==> config.mk <==
export PLATFORM = sky130hd
export DESIGN_NAME = mux_recirc_sync_rx_mc_flat
export DESIGN_NICKNAME = d
export VERILOG_FILES = /design/src/rtl/mux_recirc_pkg.sv /design/src/rtl/mux_recirc_sync_rx_mc_if.sv /design/src/rtl/mux_recirc_ch.sv /design/src/rtl/mux_recirc_sync_rx_mc.sv /design/src/flat_wrapper.sv
export SDC_FILE = /design/constraint.sdc
export NUM_CORES = 1
export LEC_CHECK = 0
export ABC_AREA = 0
export CORE_AREA = 4 4 80 82
export DETAILED_ROUTE_END_ITERATION = 10
export DIE_AREA = 0 0 84 86
export HOLD_SLACK_MARGIN = 0.12
export PLACE_DENSITY = 0.79
export REMOVE_ABC_BUFFERS = 1
export SYNTH_ARGS = -nofsm -noshare
export SYNTH_HDL_FRONTEND = slang
export SYNTH_SLANG_ARGS = --single-unit
==> constraint.sdc <==
create_clock -name c2 -period 3.35 [get_ports c2]
set_input_delay 0.67 -clock c2 [delete_from_list [all_inputs] [get_ports c2]]
set_output_delay 0.67 -clock c2 [all_outputs]
set_load 0.02 [all_outputs]
==> src/rtl/mux_recirc_pkg.sv <==
// Shared types and limits for the multi-channel mux-recirculation receive synchronizer.
// Optional parity checking is enabled by defining MUX_RECIRC_PARITY_EN.
package mux_recirc_pkg;

  localparam int MIN_SYNC_STAGES = 2;

  // Per-channel handshake bookkeeping kept alongside the captured word
  typedef struct packed {
    logic pending;
    logic overrun;
  } ch_state_t;

endpackage

==> src/rtl/mux_recirc_sync_rx_mc_if.sv <==
// Bus bundle between an asynchronous multi-channel source and the receive synchronizer.
// Defining MUX_RECIRC_PARITY_EN adds the req_par / par_err signals.
interface mux_recirc_sync_rx_mc_if #(
  parameter int WIDTH = 8,
  parameter int NCH   = 4
);
  logic [NCH*WIDTH-1:0] A;
  logic [NCH-1:0]       req_tgl;
  logic                 hold;
  logic                 ovr_clr;
  logic [NCH*WIDTH-1:0] B;
  logic [NCH-1:0]       upd;
  logic [NCH-1:0]       ack_tgl;
  logic [NCH-1:0]       overrun;
`ifdef MUX_RECIRC_PARITY_EN
  logic [NCH-1:0]       req_par;
  logic [NCH-1:0]       par_err;

  modport master (output A, req_tgl, hold, ovr_clr, req_par,
                  input  B, upd, ack_tgl, overrun, par_err);
  modport slave  (input  A, req_tgl, hold, ovr_clr, req_par,
                  output B, upd, ack_tgl, overrun, par_err);
`else
  modport master (output A, req_tgl, hold, ovr_clr,
                  input  B, upd, ack_tgl, overrun);
  modport slave  (input  A, req_tgl, hold, ovr_clr,
                  output B, upd, ack_tgl, overrun);
`endif
endinterface

==> src/rtl/mux_recirc_ch.sv <==
// One receive channel: request-toggle synchronizer, edge detect, pending/overrun and load/recirculate data register.
// Defining MUX_RECIRC_PARITY_EN adds the sticky parity-error flag.
module mux_recirc_ch
  import mux_recirc_pkg::*;
#(
  parameter int WIDTH       = 8,
  parameter int SYNC_STAGES = 2
) (
  input  logic             clk,
  input  logic             rst_n,
  input  logic [WIDTH-1:0] a,
  input  logic             req,
  input  logic             hold,
  input  logic             ovr_clr,
`ifdef MUX_RECIRC_PARITY_EN
  input  logic             req_par,
  output logic             par_err,
`endif
  output logic [WIDTH-1:0] b,
  output logic             upd,
  output logic             ack,
  output logic             overrun
);

  logic [SYNC_STAGES-1:0] sync;
  logic                   sync_d;
  ch_state_t              state;
  logic                   evt;
  logic                   cap;

  assign evt     = sync[SYNC_STAGES-1] ^ sync_d;
  assign cap     = (evt | state.pending) & ~hold;
  assign overrun = state.overrun;

  // A request seen while another is still pending is folded into one capture of the latest word
  always_ff @(posedge clk or negedge rst_n) begin
    if (!rst_n) begin
      sync   <= '0;
      sync_d <= 1'b0;
      state  <= '0;
      b      <= '0;
      upd    <= 1'b0;
      ack    <= 1'b0;
    end else begin
      sync   <= {sync[SYNC_STAGES-2:0], req};
      sync_d <= sync[SYNC_STAGES-1];
      if (cap) begin
        b             <= a;
        ack           <= ~ack;
        upd           <= 1'b1;
        state.pending <= 1'b0;
      end else begin
        upd <= 1'b0;
        if (evt) state.pending <= 1'b1;
      end
      if (ovr_clr)
        state.overrun <= 1'b0;
      else if (evt && hold && state.pending)
        state.overrun <= 1'b1;
    end
  end

`ifdef MUX_RECIRC_PARITY_EN
  always_ff @(posedge clk or negedge rst_n) begin
    if (!rst_n)
      par_err <= 1'b0;
    else if (ovr_clr)
      par_err <= 1'b0;
    else if (cap)
      par_err <= par_err | (^a ^ req_par);
  end
`endif

endmodule

==> src/rtl/mux_recirc_sync_rx_mc.sv <==
// Multi-channel mux-recirculation CDC receiver: NCH independent channels, bus packing only at this level.
// Defining MUX_RECIRC_PARITY_EN enables per-channel even-parity checking.
module mux_recirc_sync_rx_mc
  import mux_recirc_pkg::*;
#(
  parameter int WIDTH       = 8,
  parameter int NCH         = 4,
  parameter int SYNC_STAGES = 2
) (
  input  logic                    c2,
  input  logic                    rstn,
  mux_recirc_sync_rx_mc_if.slave  bus
);

  if (WIDTH < 1) begin : g_bad_width
    $error("mux_recirc_sync_rx_mc: WIDTH must be >= 1");
  end
  if (NCH < 1) begin : g_bad_nch
    $error("mux_recirc_sync_rx_mc: NCH must be >= 1");
  end
  if (SYNC_STAGES < MIN_SYNC_STAGES) begin : g_bad_sync
    $error("mux_recirc_sync_rx_mc: SYNC_STAGES below minimum");
  end

  for (genvar i = 0; i < NCH; i++) begin : g_ch
    mux_recirc_ch #(
      .WIDTH      (WIDTH),
      .SYNC_STAGES(SYNC_STAGES)
    ) u_ch (
      .clk     (c2),
      .rst_n   (rstn),
      .a       (bus.A[i*WIDTH +: WIDTH]),
      .req     (bus.req_tgl[i]),
      .hold    (bus.hold),
      .ovr_clr (bus.ovr_clr),
`ifdef MUX_RECIRC_PARITY_EN
      .req_par (bus.req_par[i]),
      .par_err (bus.par_err[i]),
`endif
      .b       (bus.B[i*WIDTH +: WIDTH]),
      .upd     (bus.upd[i]),
      .ack     (bus.ack_tgl[i]),
      .overrun (bus.overrun[i])
    );
  end

endmodule

==> src/flat_wrapper.sv <==
// flat-port wrapper written by rule: the top's interface ports become plain ports
module mux_recirc_sync_rx_mc_flat import mux_recirc_pkg::*;
#(
  parameter int WIDTH       = 8,
  parameter int NCH         = 4,
  parameter int SYNC_STAGES = 2
)
  (c2, rstn, bus_A, bus_req_tgl, bus_hold, bus_ovr_clr, bus_B, bus_upd, bus_ack_tgl, bus_overrun);
  mux_recirc_sync_rx_mc_if #(.WIDTH(WIDTH), .NCH(NCH)) bus_i ();
  input  logic c2;
  input  logic rstn;
  input wire logic [$bits(bus_i.A)-1:0] bus_A;
  input wire logic [$bits(bus_i.req_tgl)-1:0] bus_req_tgl;
  input wire logic [$bits(bus_i.hold)-1:0] bus_hold;
  input wire logic [$bits(bus_i.ovr_clr)-1:0] bus_ovr_clr;
  output wire logic [$bits(bus_i.B)-1:0] bus_B;
  output wire logic [$bits(bus_i.upd)-1:0] bus_upd;
  output wire logic [$bits(bus_i.ack_tgl)-1:0] bus_ack_tgl;
  output wire logic [$bits(bus_i.overrun)-1:0] bus_overrun;
  assign bus_i.A = bus_A;
  assign bus_i.req_tgl = bus_req_tgl;
  assign bus_i.hold = bus_hold;
  assign bus_i.ovr_clr = bus_ovr_clr;
  assign bus_B = bus_i.B;
  assign bus_upd = bus_i.upd;
  assign bus_ack_tgl = bus_i.ack_tgl;
  assign bus_overrun = bus_i.overrun;
  mux_recirc_sync_rx_mc #(.WIDTH(WIDTH), .NCH(NCH), .SYNC_STAGES(SYNC_STAGES)) u_core (.c2(c2), .rstn(rstn), .bus(bus_i));
endmodule
==> Word level (Yosys, flattened, before mapping) <==
Index checks and enable logic that the tools add are counted.
W data, S select, Z words.
{ "op_classes": {"order_cmp": 0, "n_eq_ne": 0, "mux": 20, "n_bitwise": 17, "n_shift": 0, "n_reduce_logical": 16, "n_addsub": 0, "mul": 0, "div": 0} }
{ "op_table": {"columns": ["cell", "n"], "rows": [
  ["$mux W1", 20],
  ["$reduce_bool A2 Y1", 8],
  ["$logic_and A1 B1 Y1", 8],
  ["$not A1 Y1", 5],
  ["$and A1 B1 Y1", 4],
  ["$or A1 B1 Y1", 4],
  ["$xor A1 B1 Y1", 4]
]} }
{ "word_totals": {"ram_bits": 0, "inputBits": 40, "rom_bits": 0, "word_cells": 81, "n_memories": 0, "latchBits": 0, "reg_bits": 60, "output_inout_bits": 44} }

==> Longest topological paths before layout <==
Gate-level depths: netlist of run 1.
{ "logic_depth": {"ltp_word": 5, "mapped_depth": 4, "ltp_nobuf": 3} }

==> By module <==
From an unflattened synthesis of run 1, not the netlist that was laid out.
{ "unflattened": {"hier_cells": 124, "area_unflattened_um2": 2112.0} }
{ "by_module_without_submodules": {"columns": ["mod", "cells_per_inst", "seq_area_each_um2", "instances", "area_per_inst_um2"], "rows": [
  ["mux_recirc_ch", 31, 375.4, 4, 528.0]
]} }

==> Worst setup path after synthesis of run 1 <==
Ideal clock, no wire load.
{ "synth_timing": {"path_type": "in2reg", "start": "in bus_hold", "end": "reg u_core.g_ch[2].u_ch.b[0]", "stages": 3, "setup_slack_ns": 1.804, "required_ns": 3.225, "setup_ns": 0.125, "path_buffers": 1, "arrival_ns": 1.421, "path_cell_list": "buf_4 -> a21oi_4 -> mux2_2"} }
{ "synth_via": {"elab_chain_len": 2} }
{ "synth_rtl": {"columns": ["item", "line_no", "rtl"], "rows": [
  ["start, declared", "flat_wrapper.sv:14", "input wire logic [$bits(bus_i.hold)-1:0] bus_hold;"],
  ["$not A1 Y1", "mux_recirc_ch.sv:32", "assign cap = (evt | state.pending) & ~hold;"],
  ["$and A1 B1 Y1", "mux_recirc_ch.sv:32", null],
  ["via u_core.g_ch[2].u_ch.cap", "mux_recirc_ch.sv:29", "logic cap;"],
  ["end signal, assigned", "mux_recirc_ch.sv:41", "b <= '0;"],
  ["end signal, assigned", "mux_recirc_ch.sv:48", "b <= a;"],
  ["end, declared", "mux_recirc_ch.sv:19", "output logic [WIDTH-1:0] b,"]
]} }
The timed path passes the listed nets, and every way through them passes these cells.
A chain may end at the register's enable or synchronous reset.

==> Worst setup path after layout of run 1 <==
{ "layout_timing": {"start": "in bus_hold", "end": "reg u_core.g_ch[2].u_ch.b[6]"} }
Same word-level chain as after synthesis.

==> flow_metrics.tcl, run 1 <==
set metrics [dict create \
    io_buffers 83 \
    netlist_area_um2 2210 \
    endpoint_kind "flop" \
    num_io_pins 84 \
    path_class "in2reg" \
    cts.root.buffer_cell "clkbuf_8" \
    outcome "completed" \
    die_x_um 84 \
    cp.required_ns 3.56 \
    ys_ff_latch 60 \
    placed_area_um2 3050 \
    insertion_delay_ns 0.33 \
    antenna_found_initial 0 \
    hpwl_mm 3.03 \
    wl_per_cell_um 13.8 \
    hold_path_class "in2async" \
    timing.final.crit_period_ns 2.04 \
    max_freq_ghz 0.491 \
    layout.nets 260 \
    rows 28 \
    numCtsBuffers 9 \
    ctsHtreeMaxLevel 3 \
    synth_flop_cell "dfrtp_1" \
    start_kind "input port" \
    post_synth_num_cell_types 11 \
    synth_top_area_share_pct 68.0 \
    die_h_um 86 \
    vias_per_cell 4.39 \
    grt_pass1_wl_mm 6.88 \
    rsz0062_at_grt "false" \
    grt_pass1_vias 1398 \
    hold_viol 0 \
    crit_arrival_ns 2.24 \
    post-cts-setup-buffers 0 \
    cts_tree "yes" \
    syn_to_final_growth_pct 45.6 \
    dp.cells 284 \
    post-route-period-util_pct 60.8 \
    synth-seq-area-share_pct 68.0 \
    core_um2 5750 \
    start_util_pct 38.5 \
    power.density_nw_per_um2 620 \
    drcViolationCount 0 \
    track_usage_pct 12.6 \
    avgSynthCellArea_um2 16.1 \
    clk_pin_slew_ns 0.07 \
    yosys_warnings 0 \
    overflow 0 \
    synthCells 137 \
    cts-resized-gates 0 \
    clkSinkCount 60 \
    final_area_um2 3220 \
    fin_cells 300 \
    yosysMostFrequentCell "dfrtp_1" \
    p_leak_nw 1.34 \
    gp_congestion 0.680 \
    drv_slew 0 \
    synth_common_cells "dfrtp_1 (60), mux2_2 (32), buf_4 (13)" \
    finalClockSkew_ns 0.00782 \
    grt_max_degree 27 \
    drt_iter0_drc 23 \
    worstMarginPinSlew_ns 0.630 \
    ctsHoldBuffers 0 \
    synth_area_leaders "dfrtp_1 (68%), mux2_2 (16%), buf_4 (4.4%)" \
    synth-edff-count 0 \
    postRouteAntennaNets 0 \
    cp_max_fo 12 \
    slew_headroom_pct 57.9 \
    ir_worst_vdd_mv 0.392 \
    finalSetupViolations 0 \
    cap_violations 0 \
    drt_pass1_iterations 4 \
    tns_ns 0 \
    die_area_um2 7220 \
    wl_mm 4.13 \
    num_antenna_cells 0 \
    clk_path_buf_depth 2 \
    synth_area_leader_cell "dfrtp_1" \
    drive_gt1_share_pct 25.3 \
    vias 1317 \
    async_flop_share_pct 100 \
]
==> registers in the layout (all words and copies together), names as in the netlist <==
register                  cells
u_core.g_ch.u_ch.ack          4
u_core.g_ch.u_ch.sync         8
u_core.g_ch.u_ch.state        4
u_core.g_ch.u_ch.b           32
u_core.g_ch.u_ch.upd          4
u_core.g_ch.u_ch.overrun      4
u_core.g_ch.u_ch.sync_d       4
==> stage by stage <==
stage | utilization (%) | setup slack, ns | power, mW | hold WS [ns]
3_3_place_gp | 53.0 | 0.974 | 1.46 | 0.332
4_1_cts | 56.0 | 1.30 | 2.03 | 0.193
5_1_grt | 56.0 | 1.22 | 2.10 | 0.197
2_1_floorplan | - | 1.97 | 1.16 | 0.331
6_report | 56.0 | 1.31 | 1.99 | 0.197
3_5_place_dp | 53.0 | 0.942 | 1.47 | 0.335
==> power by group <==
group          switching, mW  internal (mW)
logic                  0.249          0.296
clock network          0.264          0.286
registers             0.0591          0.839
==> kinds of logic after synthesis <==
kind of cell / count (synthesis) / synth area share [%]
AO/OA/AOI/OAI: 12 / 6.12
XOR/XNOR: 8 / 3.17
buffers and inverters: 17 / 5.10
flip-flops: 60 / 68.0
multiplexers: 32 / 16.3
AND/OR/NAND/NOR: 8 / 1.36
==> cell type report <==
| class | count | area, µm² |
|---|---|---|
| multi-input combinational | 60 | 596 |
| tap | 75 | 93.8 |
| fill | 501 | 2530 |
| sequential | 60 | 1500 |
| inverter | 4 | 15.0 |
| timing repair buffer | 85 | 841 |
| clock buffer | 12 | 145 |
| clock inverter | 4 | 25.0 |
==> path summary, 6_finish.rpt <==
kind                                              from                          end  slack (ns)  cells past startpoint
max                                           bus_hold     u_core.g_ch[2].u_ch.b[6]        1.31                      3
min reg2reg                u_core.g_ch[0].u_ch.sync[0]  u_core.g_ch[0].u_ch.sync[1]        0.35                      0
max reg2reg                u_core.g_ch[2].u_ch.sync[1]     u_core.g_ch[2].u_ch.b[6]        1.89                      3
min                                               rstn     u_core.g_ch[3].u_ch.b[0]        0.20                      1
max in group asynchronous                         rstn   u_core.g_ch[1].u_ch.sync_d        2.55                      2
min in group c2            u_core.g_ch[0].u_ch.sync[0]  u_core.g_ch[0].u_ch.sync[1]        0.35                      0
==> layout by cell type, fill, tap and decap left out, drive strengths merged <==
| master | instances |
|---|---|
| a21boi | 4 |
| a21oi | 4 |
| buf | 3 |
| clkbuf | 12 |
| clkdlybuf4s50 | 82 |
| clkinv | 2 |
| clkinvlp | 2 |
| dfrtp | 60 |
| inv | 4 |
| mux2 | 32 |
| nand2 | 4 |
| nor2 | 4 |
| o21ba | 4 |
| xnor2 | 4 |
| xor2 | 4 |
==> worst max-delay path: stages <==
cell and delay, ns:
clkdlybuf4s50_1 0.72, a21oi_4 0.47, mux2_2 0.38
==> per-layer routing <==
metal  up-vias  share of wire, %  wire, µm  GRT usage, %
li1        616                 -         -             -
met5         -                 0         0             0
met2        46                49      2040          20.1
met4         0               1.6        67          4.82
met3         8               8.1       335          6.44
met1       647                41      1680          14.5
Note: power is estimated with default switching activity, not from simulation.
==> run 2: changes to the inputs <==
==> constraint.sdc (replaced) <==
create_clock -name c2 -period 2.1 [get_ports c2]
set_input_delay 0.42 -clock c2 [delete_from_list [all_inputs] [get_ports c2]]
set_output_delay 0.42 -clock c2 [all_outputs]
set_load 0.02 [all_outputs]
==> run 2 against run 1 <==
Final area up 2.2%. Via count up 2.4%. Critical endpoint is now bus_ack_tgl[0]. Non-clock buffer count up 2. Clock skew up 0.0023 ns. Final cell count up 0.33%. Sequential cell count unchanged. Die area unchanged.
==> flow_metrics.tcl, run 2 (same netlist as run 1, synthesis figures left out) <==
set metrics [dict create \
    outcome "completed" \
    wl_mm 4.28 \
    post-route-period-util_pct 84.1 \
    clk_path_buf_depth 2 \
    num_antenna_cells 0 \
    p_sw_mw 0.928 \
    critPathTopFamily "buffers and inverters" \
    drt_iter0_drc 32 \
    syn_to_final_growth_pct 48.8 \
    insertion_delay_ns 0.33 \
    tns_ns 0 \
    ir_worst_vdd_mv 0.614 \
    placed_area_um2 3050 \
    ctsHoldBuffers 1 \
    grt_max_degree 28 \
    wl_per_cell_um 14.2 \
    vias_per_cell 4.48 \
    postRouteAntennaNets 0 \
    power.share.switching_pct 26.8 \
    drt_pass1_iterations 4 \
    fin_cells 301 \
    cp.required_ns 1.68 \
    die_area_um2 7220 \
    die_h_um 86 \
    layout.nets 262 \
    cts_tree "yes" \
    slowest_stage "clkdlybuf4s50_1" \
    power.internal_mw 2.54 \
    post-cts-setup-buffers 0 \
    crit_path_max_incr_delay_ns 0.63 \
    gp_congestion 0.665 \
    final_cell_mix "clkdlybuf4s50_1 (82), dfrtp_1 (60), mux2_2 (32), clkbuf_8 (11)" \
    largest_reg_flops 32 \
    io_buffers 83 \
    p_seq_share_pct 41.4 \
    reg2reg_slack_ns 0.64 \
    finalSetupViolations 0 \
    overflow 0 \
    die_x_um 84 \
    layout_commonest_cell "clkdlybuf4s50_1" \
    grt_pass1_wl_mm 7.35 \
    numCtsBuffers 9 \
    endpoint_kind "output pin" \
    vias 1348 \
    cp_max_fo 2 \
    grt_pass1_vias 1487 \
    slew_headroom_pct 69.2 \
    clkSinkCount 60 \
    reg_top3 "u_core.g_ch.u_ch.b (32), u_core.g_ch.u_ch.sync (8)" \
    cts.root.buffer_cell "clkbuf_8" \
    power.density_nw_per_um2 1050 \
    rsz0062_at_grt "false" \
    hpwl_mm 3.14 \
    cap_violations 0 \
    num_io_pins 84 \
    antenna_found_initial 0 \
    dp.cells 285 \
    clk_pin_slew_ns 0.07 \
    track_usage_pct 13.1 \
    start_kind "flop" \
    clockPowerShare_pct 33.3 \
    max_freq_ghz 0.566 \
    start_util_pct 38.5 \
    pwr-share-comb_pct 25.3 \
    critical_path_buf_inv_count 1 \
    drive_gt1_share_pct 26.1 \
    core_um2 5750 \
    drcViolationCount 0 \
    rows 28 \
    hold_path_class "reg2reg" \
    finalClockSkew_ns 0.0101 \
    ctsHtreeMaxLevel 3 \
    p_leak_nw 1.38 \
    drv_slew 0 \
    worstMarginPinSlew_ns 0.458 \
    final_area_um2 3290 \
    hold_viol 0 \
    path_class "reg2out" \
    cts-resized-gates 0 \
    cp_cell_sequence "clkdlybuf4s50_1" \
    timing.final.crit_period_ns 1.77 \
    top_register "u_core.g_ch.u_ch.b" \
    crit_arrival_ns 1.35 \
]
## run 2: cell count changes in the layout (fill, tap and decap cells not counted), sizes merged
cell         change
clkinvlp         -1
dlygate4sd3      +1
clkbuf           -1
bufinv           +2
clkinv           -1
buf              +1
## run 2: path summary, 6_finish.rpt
path | start | end | depth (start not counted)
min reg2reg | u_core.g_ch[1].u_ch.sync[0] | u_core.g_ch[1].u_ch.sync[1] | 0
max in group asynchronous | rstn | u_core.g_ch[2].u_ch.b[3] | 3
min in group asynchronous | rstn | u_core.g_ch[0].u_ch.ack | 2
min | u_core.g_ch[1].u_ch.sync[0] | u_core.g_ch[1].u_ch.sync[1] | 0
max | u_core.g_ch[0].u_ch.ack | bus_ack_tgl[0] | 1
max reg2reg | u_core.g_ch[3].u_ch.sync[1] | u_core.g_ch[3].u_ch.b[2] | 3
## run 2: per-stage QoR
step	hold slack, ns	util (%)	setup WS (ns)	total power, mW
global route	0.364	57.2	0.309	3.62
detailed placement	0.336	53.2	0.234	2.34
floorplan	0.124	-	0.781	1.85
global placement	0.332	53.2	0.250	2.32
CTS	0.350	57.2	0.317	3.51
finish	0.347	57.2	0.334	3.46
## run 2: power groups by stage
stage               Sequential, mW  Clock, mW  Combinational, mW
floorplan                     1.65          0              0.200
global placement              1.45          0              0.873
detailed placement            1.46          0              0.885
CTS                           1.44       1.18              0.890
global route                  1.46       1.24              0.925
finish                        1.44       1.15              0.875
## run 2: metal layers
| metal | vias to the layer above | share of wire, % | wire length, µm | global-route usage [%] |
|---|---|---|---|---|
| met4 | 0 | 2.1 | 89 | 6.58 |
| met5 | - | 0 | 0 | 0 |
| met3 | 11 | 7.5 | 321 | 4.90 |
| li1 | 623 | - | - | - |
| met2 | 52 | 49 | 2090 | 20.9 |
| met1 | 662 | 42 | 1780 | 15.8 |
## run 2: cell type report
cell class	instances	area [µm²]
Fill cell	478	2460
Sequential cell	60	1500
Timing Repair Buffer	87	858
Multi-Input combinational cell	60	596
Clock buffer	11	151
Tap cell	75	93.8
Clock inverter	4	72.6
Inverter	4	15.0
==> run 3: changes to the inputs <==
==> constraint.sdc (replaced) <==
create_clock -name c2 -period 1.7 [get_ports c2]
set_input_delay 0.34 -clock c2 [delete_from_list [all_inputs] [get_ports c2]]
set_output_delay 0.34 -clock c2 [all_outputs]
set_load 0.02 [all_outputs]
==> run 3 against run 2 <==
Clock-buffer cell count grew 4. Combinational power grew 26%. Die area is the same. Clock power grew 9%. Clock skew shrank 0.0049 ns. Non-clock buffer count grew 4. Total power grew 19%. Sequential power grew 23%. Worst hold slack lost 0.00079 ns. Register-to-register slack lost 0.39 ns. Core utilization grew 0.30 points. Final area grew 0.53%.
==> flow_metrics.tcl, run 3 (same netlist as run 1, synthesis figures left out) <==
set metrics [dict create \
    outcome "completed" \
    hpwl_mm 3.18 \
    final_cell_mix "clkdlybuf4s50_1 (81), dfrtp_1 (60), mux2_2 (32), clkbuf_8 (11), buf_4 (6)" \
    wl_mm 4.35 \
    drive_gt1_share_pct 26.0 \
    endpoint_kind "output pin" \
    rsz0062_at_grt "false" \
    num_antenna_cells 0 \
    numCtsBuffers 9 \
    power.density_nw_per_um2 1250 \
    hold_path_class "reg2reg" \
    insertion_delay_ns 0.32 \
    cts.root.buffer_cell "clkbuf_8" \
    drcViolationCount 0 \
    slew_headroom_pct 67.9 \
    clk_pin_slew_ns 0.06 \
    n_fill_cell 493 \
    use_met3_pct 4.90 \
    final_util_pct 57.5 \
    layout_commonest_cell "clkdlybuf4s50_1" \
    tns_ns 0 \
    overflow 0 \
    die_x_um 84 \
    gp_congestion 0.693 \
    num_io_pins 84 \
    clk_path_buf_depth 2 \
    path_class "reg2out" \
    antenna_found_initial 0 \
    vias 1333 \
    top_usage_layer "met2" \
    drt_pass1_iterations 4 \
    timing.final.crit_period_ns 1.65 \
    layout.nets 266 \
    crit_path_max_incr_delay_ns 0.64 \
    critical_path_buf_inv_count 1 \
    clkSinkCount 60 \
    critPathTopFamily "buffers and inverters" \
    core_um2 5750 \
    largest_reg_flops 32 \
    cp.required_ns 1.36 \
    drt_iter0_drc 35 \
    die_h_um 86 \
    postRouteAntennaNets 0 \
    grt_pass1_wl_mm 7.07 \
    post-route-period-util_pct 96.9 \
    p_leak_nw 1.40 \
    met2_usage_pct 22.1 \
    grt_util_met1_pct 14.0 \
    grt_pass1_vias 1465 \
    cts_tree "yes" \
    vias_per_cell 4.36 \
    start_kind "flop" \
    hold_viol 0 \
    top_register "u_core.g_ch.u_ch.b" \
    grt_max_degree 42 \
    finalPower_mw 4.13 \
    io_buffers 83 \
    track_usage_pct 12.9 \
    start_util_pct 38.5 \
    rows 28 \
    worstMarginPinSlew_ns 0.481 \
    slowest_stage "clkdlybuf4s50_1" \
    ir_worst_vdd_mv 0.891 \
    cp_max_fo 2 \
    cap_violations 0 \
    wl_per_cell_um 14.2 \
    finalClockSkew_ns 0.00520 \
    crit_arrival_ns 1.31 \
    die_area_um2 7220 \
    finalSetupViolations 0 \
    multi_input_area_um2 596 \
    cp_cell_sequence "clkdlybuf4s50_1" \
    max_freq_ghz 0.607 \
    seq_area_um2 1500 \
    syn_to_final_growth_pct 49.6 \
    drv_slew 0 \
    reg_top3 "u_core.g_ch.u_ch.b (32), u_core.g_ch.u_ch.sync (8)" \
    ctsHtreeMaxLevel 3 \
]
## run 3: cell count changes in the layout (fill, tap and decap cells not counted)
cell / change
clkdlybuf4s50_1: -1
bufinv_16: -1
clkinv_2: -1
clkbuf_1: +4
buf_12: +1
buf_4: +3
dlymetal6s2s_1: +1
clkinvlp_4: -1
## run 3: report_power, final
group | switching, mW | internal, mW | total (mW)
Sequential | 0.120 | 1.65 | 1.77
Combinational | 0.501 | 0.597 | 1.10
Clock | 0.493 | 0.760 | 1.25
## run 3: path summary, 6_finish.rpt
check,start,endpoint,slack [ns],cells after the start
worst max register to register,u_core.g_ch[3].u_ch.sync[1],u_core.g_ch[3].u_ch.b[2],0.25,3
worst max-delay path,u_core.g_ch[1].u_ch.overrun,bus_overrun[1],0.05,1
max in group asynchronous,rstn,u_core.g_ch[0].u_ch.state[1],0.60,3
worst min-delay path,u_core.g_ch[0].u_ch.sync[0],u_core.g_ch[0].u_ch.sync[1],0.35,0
min in group asynchronous,rstn,u_core.g_ch[3].u_ch.b[1],0.51,2
worst min register to register,u_core.g_ch[0].u_ch.sync[0],u_core.g_ch[0].u_ch.sync[1],0.35,0
## run 3: per-layer routing
metal / wire [µm] / share of wire, %
met5: 0 / 0
met4: 35 / 0.80
met3: 261 / 6.0
met2: 2240 / 52
met1: 1810 / 42
## run 3: final cells by class
class	instances	share of cell area, %
clock buffers	15	5.03
clock inverters	1	0.908
inverters	4	0.454
multi-input cells	60	18.0
flip-flops and latches	60	45.4
well taps	75	2.84
repair buffers	91	27.3
## run 3: timing repair
item                                    in CTS  in global routing
endpoints found under the setup margin       0                  1
hold buffers                                 1                  0
endpoints found under the hold margin       19                  0
gates resized for setup                      0                  1
buffers inserted                             0                  0
## run 3: stage by stage
stage               hold WS (ns)  instance area [µm²]  std cells  setup WS, ns
detailed placement         0.322                 3100        289       -0.0605
CTS                        0.349                 3300        306       0.00420
floorplan                 0.0444                 2110        124         0.381
global placement           0.317                 3100        289       -0.0391
global route               0.352                 3310        306      0.000685
finish                     0.346                 3310        306        0.0526
